`src/rtl/fighter_pkg.sv`:
```
// fighter_pkg: shared constants, winner encodings and FSM states for the blood bar
package fighter_pkg;
  localparam logic [3:0] HEALTH_MAX = 4'd10;
  localparam int SPRITE_DIM = 64;
  localparam logic [11:0] TRANSPARENT = 12'h000;
  localparam logic [1:0] WIN_NONE = 2'b00;
  localparam logic [1:0] WIN_P1 = 2'b01;
  localparam logic [1:0] WIN_P2 = 2'b10;
  localparam logic [1:0] WIN_DRAW = 2'b11;
  typedef enum logic {FIGHT, KO} state_t;
endpackage

```
`src/rtl/health_track.sv`:
```
// health_track: per-player saturating health, frame-latched display value, blink counter and zero detect
module health_track import fighter_pkg::*; #(
  parameter int BLINK_FRAMES = 32
) (
  input  logic       clk,
  input  logic       reset,
  input  logic       clr,
  input  logic       dmg,
  input  logic       frame_tick,
  output logic [3:0] health,
  output logic [3:0] disp,
  output logic       blinking,
  output logic       zero_hit
);
  logic [3:0] health_q, health_d, disp_q, disp_d;
  logic [5:0] blink_q, blink_d;
  // next health, display latch and blink count; a fresh hit reloads the blink count
  always_comb begin
    health_d = clr ? HEALTH_MAX : (dmg && health_q != 4'd0) ? health_q - 4'd1 : health_q;
    disp_d = clr ? HEALTH_MAX : frame_tick ? health_q : disp_q;
    blink_d = clr ? 6'd0 : dmg ? 6'(BLINK_FRAMES) : (frame_tick && blink_q != 6'd0) ? blink_q - 6'd1 : blink_q;
  end
  // player state registers
  always_ff @(posedge clk) begin
    if (reset) begin
      health_q <= HEALTH_MAX;
      disp_q <= HEALTH_MAX;
      blink_q <= 6'd0;
    end else begin
      health_q <= health_d;
      disp_q <= disp_d;
      blink_q <= blink_d;
    end
  end
  assign health = health_q;
  assign disp = disp_q;
  assign blinking = blink_q != 6'd0;
  assign zero_hit = dmg && health_q == 4'd1;
endmodule

```
`src/rtl/blood_bar_ctrl.sv`:
```
// blood_bar_ctrl: round FSM, sprite hit test, blood ROM addressing and latency-aligned pixel output
module blood_bar_ctrl import fighter_pkg::*; #(
  parameter int P1_X = 32,
  parameter int P1_Y = 16,
  parameter int P2_X = 544,
  parameter int P2_Y = 16,
  parameter int BLINK_FRAMES = 32
) (
  input  logic        clk,
  input  logic        reset,
  input  logic [9:0]  x,
  input  logic [9:0]  y,
  input  logic        video_on,
  input  logic        frame_tick,
  input  logic        p1_dmg,
  input  logic        p2_dmg,
  input  logic        round_reset,
  output logic [5:0]  rom_row,
  output logic [5:0]  rom_col,
  output logic [3:0]  rom_sel,
  input  logic [11:0] rom_color,
  output logic        blood_on,
  output logic [11:0] blood_rgb,
  output logic [3:0]  p1_health,
  output logic [3:0]  p2_health,
  output logic        ko,
  output logic [1:0]  winner
);
  state_t state_q, state_d;
  logic ko_q, ko_d;
  logic [1:0] winner_q, winner_d;
  logic [2:0] frame_cnt_q, frame_cnt_d;
  logic acc1, acc2, z1, z2, blink1, blink2;
  logic [3:0] disp1, disp2;
  logic in1, in2, hit_d, hit_q, hidden_d, hidden_q, blood_on_d, blood_on_q;
  logic [3:0] rom_sel_d, rom_sel_q;
  logic [11:0] blood_rgb_d, blood_rgb_q;
  assign acc1 = p1_dmg && state_q == FIGHT && !round_reset;
  assign acc2 = p2_dmg && state_q == FIGHT && !round_reset;
  health_track #(.BLINK_FRAMES(BLINK_FRAMES)) u_p1 (
    .clk(clk), .reset(reset), .clr(round_reset), .dmg(acc1), .frame_tick(frame_tick),
    .health(p1_health), .disp(disp1), .blinking(blink1), .zero_hit(z1)
  );
  health_track #(.BLINK_FRAMES(BLINK_FRAMES)) u_p2 (
    .clk(clk), .reset(reset), .clr(round_reset), .dmg(acc2), .frame_tick(frame_tick),
    .health(p2_health), .disp(disp2), .blinking(blink2), .zero_hit(z2)
  );
  // round FSM: a decrement to zero ends the fight, round_reset always restarts it
  always_comb begin
    state_d = state_q;
    winner_d = winner_q;
    ko_d = 1'b0;
    frame_cnt_d = frame_cnt_q + {2'b00, frame_tick};
    if (round_reset) begin
      state_d = FIGHT;
      winner_d = WIN_NONE;
    end else if (state_q == FIGHT && (z1 || z2)) begin
      state_d = KO;
      ko_d = 1'b1;
      winner_d = (z1 && z2) ? WIN_DRAW : z1 ? WIN_P2 : WIN_P1;
    end
  end
  // FSM and frame counter registers
  always_ff @(posedge clk) begin
    if (reset) begin
      state_q <= FIGHT;
      winner_q <= WIN_NONE;
      ko_q <= 1'b0;
      frame_cnt_q <= 3'd0;
    end else begin
      state_q <= state_d;
      winner_q <= winner_d;
      ko_q <= ko_d;
      frame_cnt_q <= frame_cnt_d;
    end
  end
  // hit test and ROM addressing this cycle; output stage uses the ROM colour returned a cycle later
  always_comb begin
    in1 = video_on && x >= 10'(P1_X) && {1'b0, x} < 11'(P1_X + SPRITE_DIM)
          && y >= 10'(P1_Y) && {1'b0, y} < 11'(P1_Y + SPRITE_DIM);
    in2 = video_on && x >= 10'(P2_X) && {1'b0, x} < 11'(P2_X + SPRITE_DIM)
          && y >= 10'(P2_Y) && {1'b0, y} < 11'(P2_Y + SPRITE_DIM);
    rom_row = in1 ? 6'(y - 10'(P1_Y)) : in2 ? 6'(y - 10'(P2_Y)) : 6'd0;
    rom_col = in1 ? 6'(x - 10'(P1_X)) : in2 ? 6'(x - 10'(P2_X)) : 6'd0;
    hit_d = in1 || in2;
    hidden_d = frame_cnt_q[2] && (in1 ? blink1 : blink2);
    rom_sel_d = in1 ? disp1 : in2 ? disp2 : 4'd0;
    blood_on_d = hit_q && !hidden_q && rom_color != TRANSPARENT;
    blood_rgb_d = blood_on_d ? rom_color : TRANSPARENT;
  end
  // two-stage pixel pipeline matching the ROM's one-cycle read latency
  always_ff @(posedge clk) begin
    if (reset) begin
      hit_q <= 1'b0;
      hidden_q <= 1'b0;
      rom_sel_q <= 4'd0;
      blood_on_q <= 1'b0;
      blood_rgb_q <= TRANSPARENT;
    end else begin
      hit_q <= hit_d;
      hidden_q <= hidden_d;
      rom_sel_q <= rom_sel_d;
      blood_on_q <= blood_on_d;
      blood_rgb_q <= blood_rgb_d;
    end
  end
  assign rom_sel = rom_sel_q;
  assign blood_on = blood_on_q;
  assign blood_rgb = blood_rgb_q;
  assign ko = ko_q;
  assign winner = winner_q;
endmodule

```
`config.mk`:
```
export PLATFORM = sky130hd
export DESIGN_NAME = blood_bar_ctrl
export DESIGN_NICKNAME = d
export VERILOG_FILES = /design/src/rtl/fighter_pkg.sv /design/src/rtl/health_track.sv /design/src/rtl/blood_bar_ctrl.sv
export SDC_FILE = /design/constraint.sdc
export NUM_CORES = 1
export LEC_CHECK = 0
export ABC_AREA = 0
export BUFFER_PORTS_ARGS = -buffer_cell sky130_fd_sc_hd__buf_2
export CAP_MARGIN = 15
export CORE_MARGIN = 2
export CORE_UTILIZATION = 44
export CTS_CLUSTER_SIZE = 8
export DETAILED_ROUTE_END_ITERATION = 7
export GPL_TIMING_DRIVEN = 0
export PLACE_DENSITY = 0.71
export SLEW_MARGIN = 20
export SYNTH_ARGS = -nofsm -noshare
export SYNTH_HDL_FRONTEND = slang
export SYNTH_HIERARCHICAL = 1
export SYNTH_SLANG_ARGS = --single-unit
```
`constraint.sdc`:
```
create_clock -name clk -period 2.25 [get_ports clk]
set_clock_uncertainty 0.15 [all_clocks]
set_input_delay 0 -clock clk [delete_from_list [all_inputs] [get_ports clk]]
set_output_delay 0 -clock clk [all_outputs]
set_load 0.005 [all_outputs]
```
## Word-level counts from Yosys, hierarchy flattened

Cells that the tools add are included.
Widths: inputs -> output; s select.

| word-level totals | value |
|---|---|
| output and inout port bits | 40 |
| word-level logic and storage cells | 87 |
| input port bits | 39 |
| register bits after elaboration | 54 |

| operators by class | value |
|---|---|
| eq/ne operators | 2 |
| reduce and logical (&&, ||, !) cells | 38 |
| bitwise gates (word level) | 2 |
| $add $sub $neg | 8 |
| $lt $le $gt $ge | 6 |
| muxes and demuxes | 14 |

Operators by type and width:

| operator | number |
|---|---|
| $mux 6 | 8 |
| $logic_and 1x1->1 | 23 |
| $lt 10x7->1 const B | 2 |
| $reduce_bool 12->1 | 1 |
| $reduce_bool 6->1 | 2 |
| $sub 6x1->6 const B | 2 |
| $sub 6x6->6 const B | 2 |
| $ge 10x10->1 const B | 1 |
| $ge 10x5->1 const B | 1 |
| $ge 10x6->1 const B | 1 |
| $lt 10x10->1 const B | 1 |
| $eq 4x1->1 const B | 2 |
| $mux 4 | 2 |
| $reduce_bool 4->1 | 2 |
| $sub 4x1->4 const B | 2 |
| $reduce_or 3->1 | 2 |
| $sub 6x5->6 const B | 1 |
| $mux 2 | 2 |
| $reduce_bool 2->1 | 2 |
| $reduce_or 2->1 | 2 |
| $add 3x1->3 | 1 |
| $logic_not 1->1 | 2 |
| $logic_or 1x1->1 | 2 |
| $mux 1 | 2 |
| $not 1->1 | 2 |

## Longest topological paths before layout

Gate-level depths: netlist of run 1.

| logic depth | value |
|---|---|
| depth after elaboration | 7 |
| mapped depth | 7 |
| depth with buffers taken out | 7 |

## Modules after synthesis

The synthesis of run 1 kept the hierarchy.

By module, submodules not included:

| module | area each (um2) | cells each | times used | seq. area each (um2) |
|---|---|---|---|---|
| health_track | 693.2 | 79 | 2 | 280.3 |
| blood_bar_ctrl | 1091.0 | 107 | 1 | 520.5 |

## Worst setup path after synthesis of run 1

No wires, ideal clock.

| timing | value |
|---|---|
| kind | reg2reg |
| start point | reg state_q |
| end point | reg winner_q[1], in the netlist winner[1] |
| arrival | 1.425 ns |
| path buffers | 1 |
| stages on the path, launching flop included | 8 |
| required time | 1.962 ns |
| period minus slack after synthesis | 1.713 ns |
| setup time | 0.138 ns |
| slack | 0.537 ns |
| cells stage by stage | dfxtp_1 > nor3b_1 > clkbuf_1 > nand2_1 > nor3_1 > nor2b_1 > o21ai_0 > nor3b_1 |

| between the ends | value |
|---|---|
| word-level cells in the longest chain between the ends | 6 |
| elaborated cells between the ends (all ways) | 12 |

RTL lines:

| what | RTL line | RTL |
|---|---|---|
| start, declared | blood_bar_ctrl.sv:29 | `state_t state_q, state_d;` |
| start signal, assigned | blood_bar_ctrl.sv:71 | `state_q <= state_d;` |
| $not 1->1 (*) | blood_bar_ctrl.sv:39 | `assign acc2 = p2_dmg && state_q == FIGHT && !round_reset;` |
| $logic_and 1x1->1 (*) (2 in series) | blood_bar_ctrl.sv:39 |  |
| named net acc2 | blood_bar_ctrl.sv:33 | `logic acc1, acc2, z1, z2, blink1, blink2;` |
| $logic_and 1x1->1 (*) | health_track.sv:38 | `assign zero_hit = dmg && health_q == 4'd1;` |
| named net z2 | blood_bar_ctrl.sv:33 |  |
| $logic_and 1x1->1 / $logic_or 1x1->1 (equally long branches) | blood_bar_ctrl.sv:60, blood_bar_ctrl.sv:57 |  |
| $mux 2 / $logic_and 1x1->1 (equally long branches) | blood_bar_ctrl.sv:60, blood_bar_ctrl.sv:57 |  |
| end signal, assigned | blood_bar_ctrl.sv:72 | `winner_q <= winner_d;` |
| end, declared | blood_bar_ctrl.sv:31 | `logic [1:0] winner_q, winner_d;` |

Mark *: on every way through the listed nets, which the timed path passes. The rest lies on a longest branch.
A chain may end at the register's enable or synchronous reset.

## Final worst setup path of run 1

| timing | value |
|---|---|
| start point | in round_reset |
| end point | reg winner_q[1], in the netlist winner[1] |

| between the ends | value |
|---|---|
| word-level cells in the longest chain between the ends | 5 |
| elaborated cells between the ends (all ways) | 11 |

RTL lines:

| what | RTL line | RTL |
|---|---|---|
| start, declared | blood_bar_ctrl.sv:17 | `input logic round_reset,` |
| $logic_not 1->1 (*) | blood_bar_ctrl.sv:39 |  |
| $logic_and 1x1->1 (*) | blood_bar_ctrl.sv:39 |  |
| named net acc2 | blood_bar_ctrl.sv:33 |  |
| $logic_and 1x1->1 (*) | health_track.sv:38 |  |
| named net z2 | blood_bar_ctrl.sv:33 |  |
| $logic_and 1x1->1 / $logic_or 1x1->1 (equally long branches) | blood_bar_ctrl.sv:60, blood_bar_ctrl.sv:57 |  |
| $mux 2 / $logic_and 1x1->1 (equally long branches) | blood_bar_ctrl.sv:60, blood_bar_ctrl.sv:57 |  |

Marked as above.

==> results of run 1 <==
[layer usage]
layer  vias up  part of all wire
li1       1123                 -
met3         4             0.065
met1       984              0.45
met2        65              0.48
met4         0            0.0094
met5         -                 0
[per-stage QoR]
stage	hold slack (ns)	utilization	cell area, sq um
global placement	0.0670	0.540	2950
global route	0.0739	0.584	3200
floorplan	-0.119	-	2480
CTS	0.0190	0.584	3200
finish	0.0370	0.584	3200
detailed placement	0.0715	0.540	2950
[sequential cells by signal, summed over array words and instances (netlist names), 2 cells and up]
signal and flops:
frame_cnt_q 3, u_p2/blink_q 6, winner 2, u_p2/health 4
rom_sel 4, u_p1/blink_q 6, u_p1/health 4, u_p1/disp 4
u_p2/disp 4, blood_rgb 12
[cells in the mapped netlist, types with 3 or more instances]
master	number
sky130_fd_sc_hd__or3_1	3
sky130_fd_sc_hd__nor3_1	12
sky130_fd_sc_hd__nand3_1	3
sky130_fd_sc_hd__nor2_1	16
sky130_fd_sc_hd__nand2_1	20
sky130_fd_sc_hd__nor3_2	3
sky130_fd_sc_hd__nor3b_1	4
sky130_fd_sc_hd__or2_2	4
sky130_fd_sc_hd__ha_1	12
sky130_fd_sc_hd__a31oi_1	5
sky130_fd_sc_hd__xor2_1	3
sky130_fd_sc_hd__inv_1	14
sky130_fd_sc_hd__nand2b_1	3
sky130_fd_sc_hd__a21oi_1	14
sky130_fd_sc_hd__nor4_1	4
sky130_fd_sc_hd__dfxtp_1	54
sky130_fd_sc_hd__o21ai_0	11
sky130_fd_sc_hd__mux2i_1	14
sky130_fd_sc_hd__buf_6	3
sky130_fd_sc_hd__and3_1	4
sky130_fd_sc_hd__and2_1	20
sky130_fd_sc_hd__clkbuf_1	3
sky130_fd_sc_hd__nor2b_1	6
sky130_fd_sc_hd__or4_1	4
[cell families (layout without fill, tap and decap cells)]
kind of cell / after synthesis / in the layout
flip-flops: 54 / 54
XOR/XNOR: 4 / 4
multiplexers: 14 / 14
AO/OA/AOI/OAI: 44 / 44
AND/OR/NAND/NOR: 115 / 115
adder cells (fa/ha/maj): 12 / 12
buffers and inverters: 22 / 122
[power breakdown]
part / switching, mW / internal (mW)
logic: 0.0900 / 0.0931
clock network: 0.331 / 0.225
registers: 0.00921 / 0.967
total: 0.430 / 1.29
[layout make-up]
class | instances | area [sq um]
Buffer | 8 | 52.6
Clock buffer | 5 | 68.8
Clock inverter | 3 | 25.0
Fill cell | 494 | 2280
Inverter | 14 | 52.6
Multi-Input combinational cell | 189 | 1290
Sequential cell | 54 | 1080
Tap cell | 72 | 90.1
Timing Repair Buffer | 92 | 536
[final timing paths]
check / startpoint / end / slack [ns] / cells past startpoint
worst max-delay path: round_reset / winner[1] / 0.14 / 9
worst max register to register: state_q / winner[1] / 0.19 / 7
worst min-delay path: x[7] / hidden_q / 0.04 / 5
worst min register to register: u_p1/disp[3] / u_p1/disp[3] / 0.33 / 2
[what timing repair did]
action	in CTS	in global routing
hold buffers	15	0
setup endpoints to repair	0	1
gates resized for setup	0	1
endpoints found under the hold margin	28	0
[worst max-delay path, stage by stage]
cell and delay [ns]:
sky130_fd_sc_hd__dlygate4sd3_1 0.54, sky130_fd_sc_hd__buf_2 0.20, sky130_fd_sc_hd__nor3b_1 0.20, sky130_fd_sc_hd__buf_1 0.36, sky130_fd_sc_hd__nand2_1 0.10, sky130_fd_sc_hd__nor3_1 0.31
sky130_fd_sc_hd__nor2b_1 0.22, sky130_fd_sc_hd__o21ai_0 0.08, sky130_fd_sc_hd__nor3b_1 0.13
==> impl_summary.txt, run 1 <==
----------------------------------------------------
[Status]
  Outcome ... finished, final reports clean

[Floorplan]
  Initial Utilization ... 0.453
  Floorplan die width ... around 80 um
  CORE AREA ... roughly 5500 sq um
  Die outline height ... a little under 80 um
  Overall die area ... around 6200 sq um
  # rows ... 27
  I/O pin count ... about 80

[Global route]
  Global-route met1 utilization ... 0.220
  Global routing usage on met2 ... 0.308
  Pin count of the biggest net entering global routing ... 19
  GRT Overall Usage ... 0.178
  Vias in the first global route ... just over 2000
  Antenna violations before repair ... 0
  Met3 Use GR ... 0.0398
  Congestion Overflow GR ... 0
  Wire length of the first global-routing pass ... around 8900 um
  GRT Max-Usage Layer ... met2

[Routing]
  DRC violations left ... 0
  Length of the first detailed-routing pass in iterations ... 4
  DRC violation total after the first TritonRoute iteration ... 89
  DRT antenna net count ... 0
  DR vias ... approximately 2200
  Detail-routed via count per cell ... between 4 and 5
  Total Routed Length ... around 5500 um
  WL/cell ... around 12 um

[STA]
  Final Slew Violations ... 0
  Setup repair after global routing missed its margin ... false
  Worst Setup Slack, final ... roughly 0.14 ns
  Timing-limited maximum frequency ... between 400 and 500 MHz
  Final Hold Fails ... 0
  Sum of negative setup slack ... 0 ns
  Final setup vio count ... 0
  Slew Limit Headroom ... 0.548
  Crit share post-route ... 0.938
  Tightest Pin Transition ... ~0.67 ns
  Min Tclk post-route ... 2.11 ns

[Final layout]
  Diode insertion count for antenna repair ... 0
  Synthesis-to-layout area growth ... 29.0%
  Commonest cells after routing, fill and taps aside ... sky130_fd_sc_hd__buf_2 (77), sky130_fd_sc_hd__dfxtp_1 (54), sky130_fd_sc_hd__and2_1 (20), sky130_fd_sc_hd__nand2_1 (20), sky130_fd_sc_hd__nor2_1 (16)
  Most common cell after layout, fill and taps aside ... sky130_fd_sc_hd__buf_2
  Share of final-layout standard cells stronger than drive strength 1 ... 0.285
  Fin nets ... between 400 and 500
  Final cell count without fillers ... approximately 440

[Synthesis]
  Sequential-to-total area share from yosys stat ... 0.436
  Biggest area contributors in the synthesized netlist ... sky130_fd_sc_hd__dfxtp_1 (44%), sky130_fd_sc_hd__ha_1 (6.1%), sky130_fd_sc_hd__mux2i_1 (5.7%)
  EDFF count, synth ... 0
  Post-synthesis share of cell area spent on and, or, nand and nor gates ... 0.277
  Synthesis warning total ... 6
  Number of nets in the synthesized netlist ... between 300 and 400
  Number of instances in the synthesized netlist ... 265
  Flop and latch count out of synthesis ... 54
  Adder-cell area share of the yosys netlist ... 0.0606
  Post-synthesis cell area ... 2480 sq um
  Fraction of synthesized area in multiplexers ... 0.0566
  Main synth FF type ... sky130_fd_sc_hd__dfxtp_1
  Main combinational cell family by area after synthesis ... simple AND/OR/NAND/NOR gates
  Number of distinct library cells after synthesis ... about 40
  Post-synthesis share of cell area spent on xor and xnor gates ... 0.0141
  Share of synthesized registers carrying an async set or reset ... 0
  Portion of synthesized cell area occupied by the leading cell type ... 0.436
  Mean post-synth cell area ... slightly above 9 sq um
  Library cell occupying the most area in the post-synthesis netlist ... sky130_fd_sc_hd__dfxtp_1
  Synthesized-area fraction occupied by ao, oa, aoi and oai cells ... 0.113

[Pwr]
  Post-layout total power ... 1.72 mW
  Peak supply drop ... 0.413 mV
  Areal power density over the cells ... ~540 nW/um^2
  Total leakage power ... about 1.5 nW

[Place]
  Final weighted congestion of routability-driven global placement ... 0.754
  Estimated wirelength of the detail-placed design ... 3960 um
  IO Port Bufs ... 77
  Total placed cells including tap cells ... ~410
  Minimum setup slack after placement ... about 0.24 ns

[Job]
  Number of violations of the max-capacitance limit ... 0

[Min path]
  Type of the worst min-delay path ... in2reg

[Clocking]
  Worst-Skew Late Latency ... between 0.3 and 0.4 ns
  CTS H-tree lvls ... 2
  Number of CTS-inserted buffers ... 5
  Root buffer selected by CTS ... sky130_fd_sc_hd__clkbuf_8
  Clock tree sinks ... 54
  Number of buffers on the longest clock path ... 2
  Clock transition at the register clock pins on the worst setup and hold paths after CTS ... 0.10 ns
  TritonCTS clock tree ... built
  Number of post-CTS setup repair buffers ... 0

[Worst setup path]
  Critical path start-end classification ... in2reg
  Endpoint required time on the critical path ... between 2 and 2.5 ns
  Maximum fanout along the worst path ... 12
  CP Data Arrival Time ... ~2.1 ns
  Critical Path Sink Type ... flip-flop
  Setup crit start kind ... input pin

----------------------------------------------------
Note: power is estimated with default switching activity, not from simulation.
==> run 2: changes to the inputs <==
- HOLD_SLACK_MARGIN: not set -> 0.15
==> run 2 against run 1 <==
Largest power group unchanged; worst setup slack worse by 0.074 ns; cell count up 4.6%; sequential share of layout area down 2.0 points; hold slack improved by 0.12 ns; clock-buffer cell count stayed put; utilization grew 3.7 points; global-route usage grew 0.96 points; die area stayed put; non-clock buffer count rose by 20; fmax fell by 3.4%; combinational power is 9% higher.
==> impl_summary.txt, run 2 (synthesis results as in run 1) <==
----------------------------------------------------
[Pwr]
  Part of the total power dissipated in sequential elements ... 0.563
  Internal power summed over all cells ... roughly 1.3 mW
  Comb pwr share ... 0.115
  Peak supply drop ... about 0.42 mV
  Switching pwr ... 0.435 mW
  Total leakage power ... roughly 1.5 nW
  Share of power burned in the clock network ... 0.322
  Areal power density over the cells ... slightly above 500 nW/um^2
  Switching power share of the total ... 0.251

[STA]
  Slew Limit Headroom ... 0.511
  Final Hold Fails ... 0
  Setup repair after global routing missed its margin ... false
  Timing-limited maximum frequency ... 458 MHz
  Crit share post-route ... 0.970
  Final Slew Violations ... 0
  Sum of negative setup slack ... 0 ns
  Final setup vio count ... 0
  Min Tclk post-route ... 2.18 ns
  Tightest Pin Transition ... slightly above 0.7 ns

[Clocking]
  Clock transition at the register clock pins on the worst setup and hold paths after CTS ... roughly 0.10 ns
  TritonCTS clock tree ... built
  Root buffer selected by CTS ... sky130_fd_sc_hd__clkbuf_8
  Worst-Skew Late Latency ... just over 0.3 ns
  Number of CTS-inserted buffers ... 5
  CTS H-tree lvls ... 2
  Number of buffers on the longest clock path ... 2
  Clock tree sinks ... between 50 and 60

[Global route]
  Wire length of the first global-routing pass ... 9360 um
  GRT Overall Usage ... 0.187
  Vias in the first global route ... 2120
  Congestion Overflow GR ... 0
  Pin count of the biggest net entering global routing ... 19
  Antenna violations before repair ... 0

[Min path]
  Endpoint of the worst hold-timing path ... rom_col[3]
  Number of cells traversed by the worst hold path ... 3
  Origin of the worst min-delay path ... x[3]
  Type of the worst min-delay path ... in2out

[Floorplan]
  I/O pin count ... slightly below 80
  Initial Utilization ... 0.453
  Die outline height ... 79.0 um
  Overall die area ... around 6200 sq um
  # rows ... 27
  CORE AREA ... roughly 5500 sq um
  Floorplan die width ... between 70 and 80 um

[Worst setup path]
  CP Data Arrival Time ... 2.27 ns
  Critical path start-end classification ... in2reg
  Startpoint of the worst-slack reg-to-reg timing path ... u_p1/blink_q[0]
  Worst flop-to-flop path endpoint ... hidden_q
  Critical Path Sink Type ... flip-flop
  Worst setup slack for register-to-register paths ... approximately 0.2 ns
  Endpoint required time on the critical path ... ~2.3 ns
  Maximum fanout along the worst path ... 6
  Setup crit start kind ... input pin
  Crit path from ... y[3]
  FF-to-FF path depth ... 7

[Routing]
  Total Routed Length ... roughly 5800 um
  DRC violation total after the first TritonRoute iteration ... 62
  DR vias ... around 2300
  Detail-routed via count per cell ... just under 5
  Length of the first detailed-routing pass in iterations ... 4
  DRC violations left ... 0
  DRT antenna net count ... 0
  WL/cell ... approximately 13 um

[Final layout]
  Synthesis-to-layout area growth ... 37.1%
  Fill count ... 464
  Fin nets ... 435
  Number of flip-flops in the largest register ... 12
  Share of final-layout standard cells stronger than drive strength 1 ... 0.270
  Commonest cells after routing, fill and taps aside ... sky130_fd_sc_hd__buf_2 (77), sky130_fd_sc_hd__dfxtp_1 (54), sky130_fd_sc_hd__dlygate4sd3_1 (35)
  Most common cell after layout, fill and taps aside ... sky130_fd_sc_hd__buf_2
  Diode insertion count for antenna repair ... 0
  Fraction of the core area covered by cells at the end of the flow ... 0.621

[Place]
  Estimated wirelength of the detail-placed design ... approximately 4000 um
  IO Port Bufs ... a little under 80
  Final weighted congestion of routability-driven global placement ... ~0.75

[Job]
  Number of violations of the max-capacitance limit ... 0

[Status]
  Outcome ... finished, final reports clean

----------------------------------------------------
==> run 2: changes by cell type in the layout (fill, tap and decap cells not counted), sizes merged <==
cell,change
dlygate4sd3,+20
==> run 2: how the worst max path moves through the flow <==
| stage | to | slack (ns) | cells past startpoint |
|---|---|---|---|
| after floorplan | winner[1] | 0.54 | 7 |
| after global placement | winner[1] | 0.25 | 7 |
| after detailed placement | winner[1] | 0.24 | 7 |
| after CTS | rom_sel[1] | 0.08 | 8 |
| after global routing | rom_sel[1] | 0.01 | 8 |
| final | rom_sel[1] | 0.07 | 8 |
==> run 2: final cells by class <==
class	count	area [sq um]	share of cell area
multi-input combinational	189	1290	0.380
sequential	54	1080	0.318
timing repair buffer	112	736	0.217
tap	72	90.1	0.0265
clock buffer	5	68.8	0.0203
buffer	8	52.6	0.0155
inverter	14	52.6	0.0155
clock inverter	3	25.0	0.00737
==> run 2: metal layers <==
metal / routed length, um / global-route usage
met1: 2640 / 0.224
met2: 2800 / 0.335
met3: 309 / 0.0432
met4: 51 / 0.0517
met5: 0 / 0
==> run 2: timing repair <==
| action | 4_1_cts | 5_1_grt |
|---|---|---|
| gates resized for setup | 0 | 1 |
| setup endpoints to repair | 0 | 1 |
| buffers inserted | 0 | 0 |
| hold buffers | 35 | 0 |
| endpoints found under the hold margin | 58 | 0 |
==> run 2: through the flow <==
step                      cell area (sq um)  std cells  total power, mW  hold slack (ns)  worst slack (ns)
after floorplan                        2480        265             1.09           -0.119             0.537
after global placement                 2950        414             1.16           0.0670             0.252
after detailed placement               2950        414             1.16           0.0715             0.236
after CTS                              3400        457             1.75            0.154            0.0786
after global routing                   3400        457             1.82            0.174            0.0139
final                                  3400        457             1.73            0.161            0.0664
==> run 2: worst max-delay path, cell delays in order <==
cell and delay, ns:
sky130_fd_sc_hd__dlygate4sd3_1 0.54, sky130_fd_sc_hd__buf_2 0.14, sky130_fd_sc_hd__nor4_4 0.15, sky130_fd_sc_hd__a21oi_2 0.11
sky130_fd_sc_hd__or3_1 0.38, sky130_fd_sc_hd__buf_6 0.14, sky130_fd_sc_hd__dlygate4sd3_1 0.61, sky130_fd_sc_hd__nor3_2 0.18
==> run 2: power by group through the flow <==
| stage | combinational [mW] | clock [mW] | sequential, mW |
|---|---|---|---|
| after floorplan | 0.0953 | 0 | 0.997 |
| after detailed placement | 0.161 | 0 | 0.999 |
| after global routing | 0.221 | 0.617 | 0.979 |
| after CTS | 0.199 | 0.576 | 0.977 |
| final | 0.200 | 0.558 | 0.977 |
| after global placement | 0.158 | 0 | 0.998 |
==> run 3: changes to the inputs <==
- PLACE_DENSITY: 0.71 -> 0.79
==> run 3 against run 2 <==
Critical path depth down 1; routed wire length increased by 5.5%; worst setup slack better by 0.12 ns; via count rose by 1.7%; utilization rose by 0.18 points; critical path type is now reg2reg; largest power group unchanged.
==> impl_summary.txt, run 3 (synthesis results as in run 1) <==
----------------------------------------------------
[Clocking]
  Number of buffers on the longest clock path ... 2
  Clock transition at the register clock pins on the worst setup and hold paths after CTS ... 0.10 ns
  Number of post-CTS setup repair buffers ... 0
  Number of CTS-inserted buffers ... 5
  Worst-Skew Late Latency ... ~0.30 ns
  Root buffer selected by CTS ... sky130_fd_sc_hd__clkbuf_8
  CTS H-tree lvls ... 2
  Clock tree sinks ... 54
  TritonCTS clock tree ... built

[Job]
  Number of violations of the max-capacitance limit ... 0

[STA]
  Setup repair after global routing missed its margin ... false
  Final Slew Violations ... 0
  Worst Setup Slack, final ... between 0.15 and 0.2 ns
  Sum of negative setup slack ... 0 ns
  Final Hold Fails ... 0
  Slew Limit Headroom ... 0.567
  Min Tclk post-route ... slightly above 2 ns
  Final setup vio count ... 0
  Crit share post-route ... 0.916
  Tightest Pin Transition ... around 0.64 ns
  Timing-limited maximum frequency ... between 400 and 500 MHz

[Global route]
  Antenna violations before repair ... 0
  Pin count of the biggest net entering global routing ... 17
  GRT Overall Usage ... 0.204
  Wire length of the first global-routing pass ... ~10000 um
  Congestion Overflow GR ... 0
  Vias in the first global route ... 2345

[Pwr]
  Areal power density over the cells ... 537 nW/um^2
  Part of the total power dissipated in sequential elements ... 0.534
  Internal power summed over all cells ... ~1.4 mW
  Switching pwr ... approximately 0.42 mW
  Share of power burned in the clock network ... 0.353
  Comb pwr share ... 0.113
  Peak supply drop ... just over 0.5 mV
  Total leakage power ... approximately 1.6 nW
  Switching power share of the total ... 0.229

[Final layout]
  Diode insertion count for antenna repair ... 0
  Share of final-layout standard cells stronger than drive strength 1 ... 0.271
  Synthesis-to-layout area growth ... 37.5%
  Most common cell after layout, fill and taps aside ... sky130_fd_sc_hd__buf_2
  Fin nets ... between 400 and 500
  Commonest cells after routing, fill and taps aside ... sky130_fd_sc_hd__buf_2 (77), sky130_fd_sc_hd__dfxtp_1 (54), sky130_fd_sc_hd__dlygate4sd3_1 (33)
  Number of flip-flops in the largest register ... 12
  Fraction of the core area covered by cells at the end of the flow ... 0.623
  Final cell count without fillers ... between 400 and 500

[Place]
  Minimum setup slack after placement ... a little over 0.2 ns
  Total placed cells including tap cells ... just over 400
  IO Port Bufs ... just under 80
  Final weighted congestion of routability-driven global placement ... around 0.77
  Estimated wirelength of the detail-placed design ... 3980 um

[Status]
  Outcome ... finished, final reports clean

[Worst setup path]
  Worst flop-to-flop path endpoint ... hidden_q
  Startpoint of the worst-slack reg-to-reg timing path ... u_p1/blink_q[0]
  Buffers plus inverters on the worst setup path ... 2
  Critical Path Sink Type ... flip-flop
  CP max stage cell ... sky130_fd_sc_hd__dlygate4sd3_1
  CP Data Arrival Time ... 2.10 ns
  Critical path start-end classification ... reg2reg
  Maximum fanout along the worst path ... 6
  Slowest stage delay, CP ... 0.56 ns
  Endpoint required time on the critical path ... ~2.3 ns
  Critical Path, Cell by Cell ... inv_1 > ha_1 > nor2b_1 > nand2_1 > nand4bb_1 > dlygate4sd3_1 > a21oi_1
  FF-to-FF path depth ... 7
  Setup crit start kind ... flip-flop
  Worst setup slack for register-to-register paths ... around 0.19 ns
  Kind of cell with the highest combined delay on the critical path ... buffers and inverters

[Routing]
  DRC violation total after the first TritonRoute iteration ... 60
  Detail-routed via count per cell ... between 5 and 6
  DRC violations left ... 0
  WL/cell ... ~13 um
  Total Routed Length ... between 6000 and 7000 um
  DRT antenna net count ... 0
  Length of the first detailed-routing pass in iterations ... 4
  DR vias ... 2297

[Floorplan]
  CORE AREA ... approximately 5500 sq um
  Initial Utilization ... 0.453
  Floorplan die width ... roughly 80 um
  Overall die area ... approximately 6200 sq um
  Die outline height ... slightly below 80 um
  I/O pin count ... 79
  # rows ... 27

[Min path]
  Endpoint of the worst hold-timing path ... rom_sel[0]
  Type of the worst min-delay path ... in2reg
  Number of cells traversed by the worst hold path ... 6
  Origin of the worst min-delay path ... x[8]

----------------------------------------------------
## run 3: changes by cell type in the layout (fill, tap and decap cells not counted), sizes merged
cell	delta
buf	-1
bufinv	+1
clkbuf	+2
clkinv	-1
dlygate4sd3	-2
dlymetal6s4s	+1
inv	-1
## run 3: final cells by class
cell class | count | area (sq um)
Fill cell | 468 | 2070
Tap cell | 72 | 90.1
Buffer | 8 | 53.8
Clock buffer | 6 | 72.6
Multi-Input combinational cell | 189 | 1290
Timing Repair Buffer | 111 | 728
Clock inverter | 2 | 37.5
Inverter | 14 | 52.6
Sequential cell | 54 | 1080
## run 3: worst max path at each step
stage,start,end,slack [ns],depth (start not counted)
floorplan,state_q,winner[1],0.54,7
global placement,state_q,winner[1],0.24,7
detailed placement,state_q,winner[1],0.20,7
CTS,x[7],hidden_q,0.02,8
global route,round_reset,winner[1],0.06,9
finish,u_p1/blink_q[0],hidden_q,0.19,7
## run 3: through the flow
step / total power [mW] / instance area [sq um] / hold WS (ns)
6_report: 1.83 / 3410 / 0.134
5_1_grt: 1.91 / 3410 / 0.171
4_1_cts: 1.84 / 3410 / 0.169
3_5_place_dp: 1.16 / 2950 / 0.0676
3_3_place_gp: 1.15 / 2950 / 0.0653
2_1_floorplan: 1.09 / 2480 / -0.119
## run 3: power groups by stage
stage                     clock [mW]  combinational, mW  sequential [mW]
final                          0.646              0.206            0.976
after CTS                      0.664              0.202            0.977
after global routing           0.703              0.228            0.979
after detailed placement           0              0.162            0.999
after floorplan                    0             0.0953            0.997
after global placement             0              0.156            0.998
## run 3: repair_timing
| action | in CTS | in global routing |
|---|---|---|
| resized for setup | 0 | 3 |
| hold buffers | 35 | 0 |
| endpoints found under the hold margin | 59 | 0 |
| endpoints found under the setup margin | 0 | 5 |
## run 3: worst reg2reg max path: cells and delay by family (launching register included)
family,cells,cell delay [ns]
buffers and inverters,2,0.66
AND/OR/NAND/NOR,3,0.57
flip-flops,1,0.34
adder cells (fa/ha/maj),1,0.17
AO/OA/AOI/OAI,1,0.06
## run 3: routing by layer
metal  wire length [um]  vias to the layer above  part of all wire  track usage
met5                  0                        -                 0            0
met3                455                        5             0.074       0.0580
met2               3010                       83              0.49        0.375
li1                   -                     1155                 -            -
met4                 25                        0            0.0041       0.0362
met1               2630                     1054              0.43        0.237
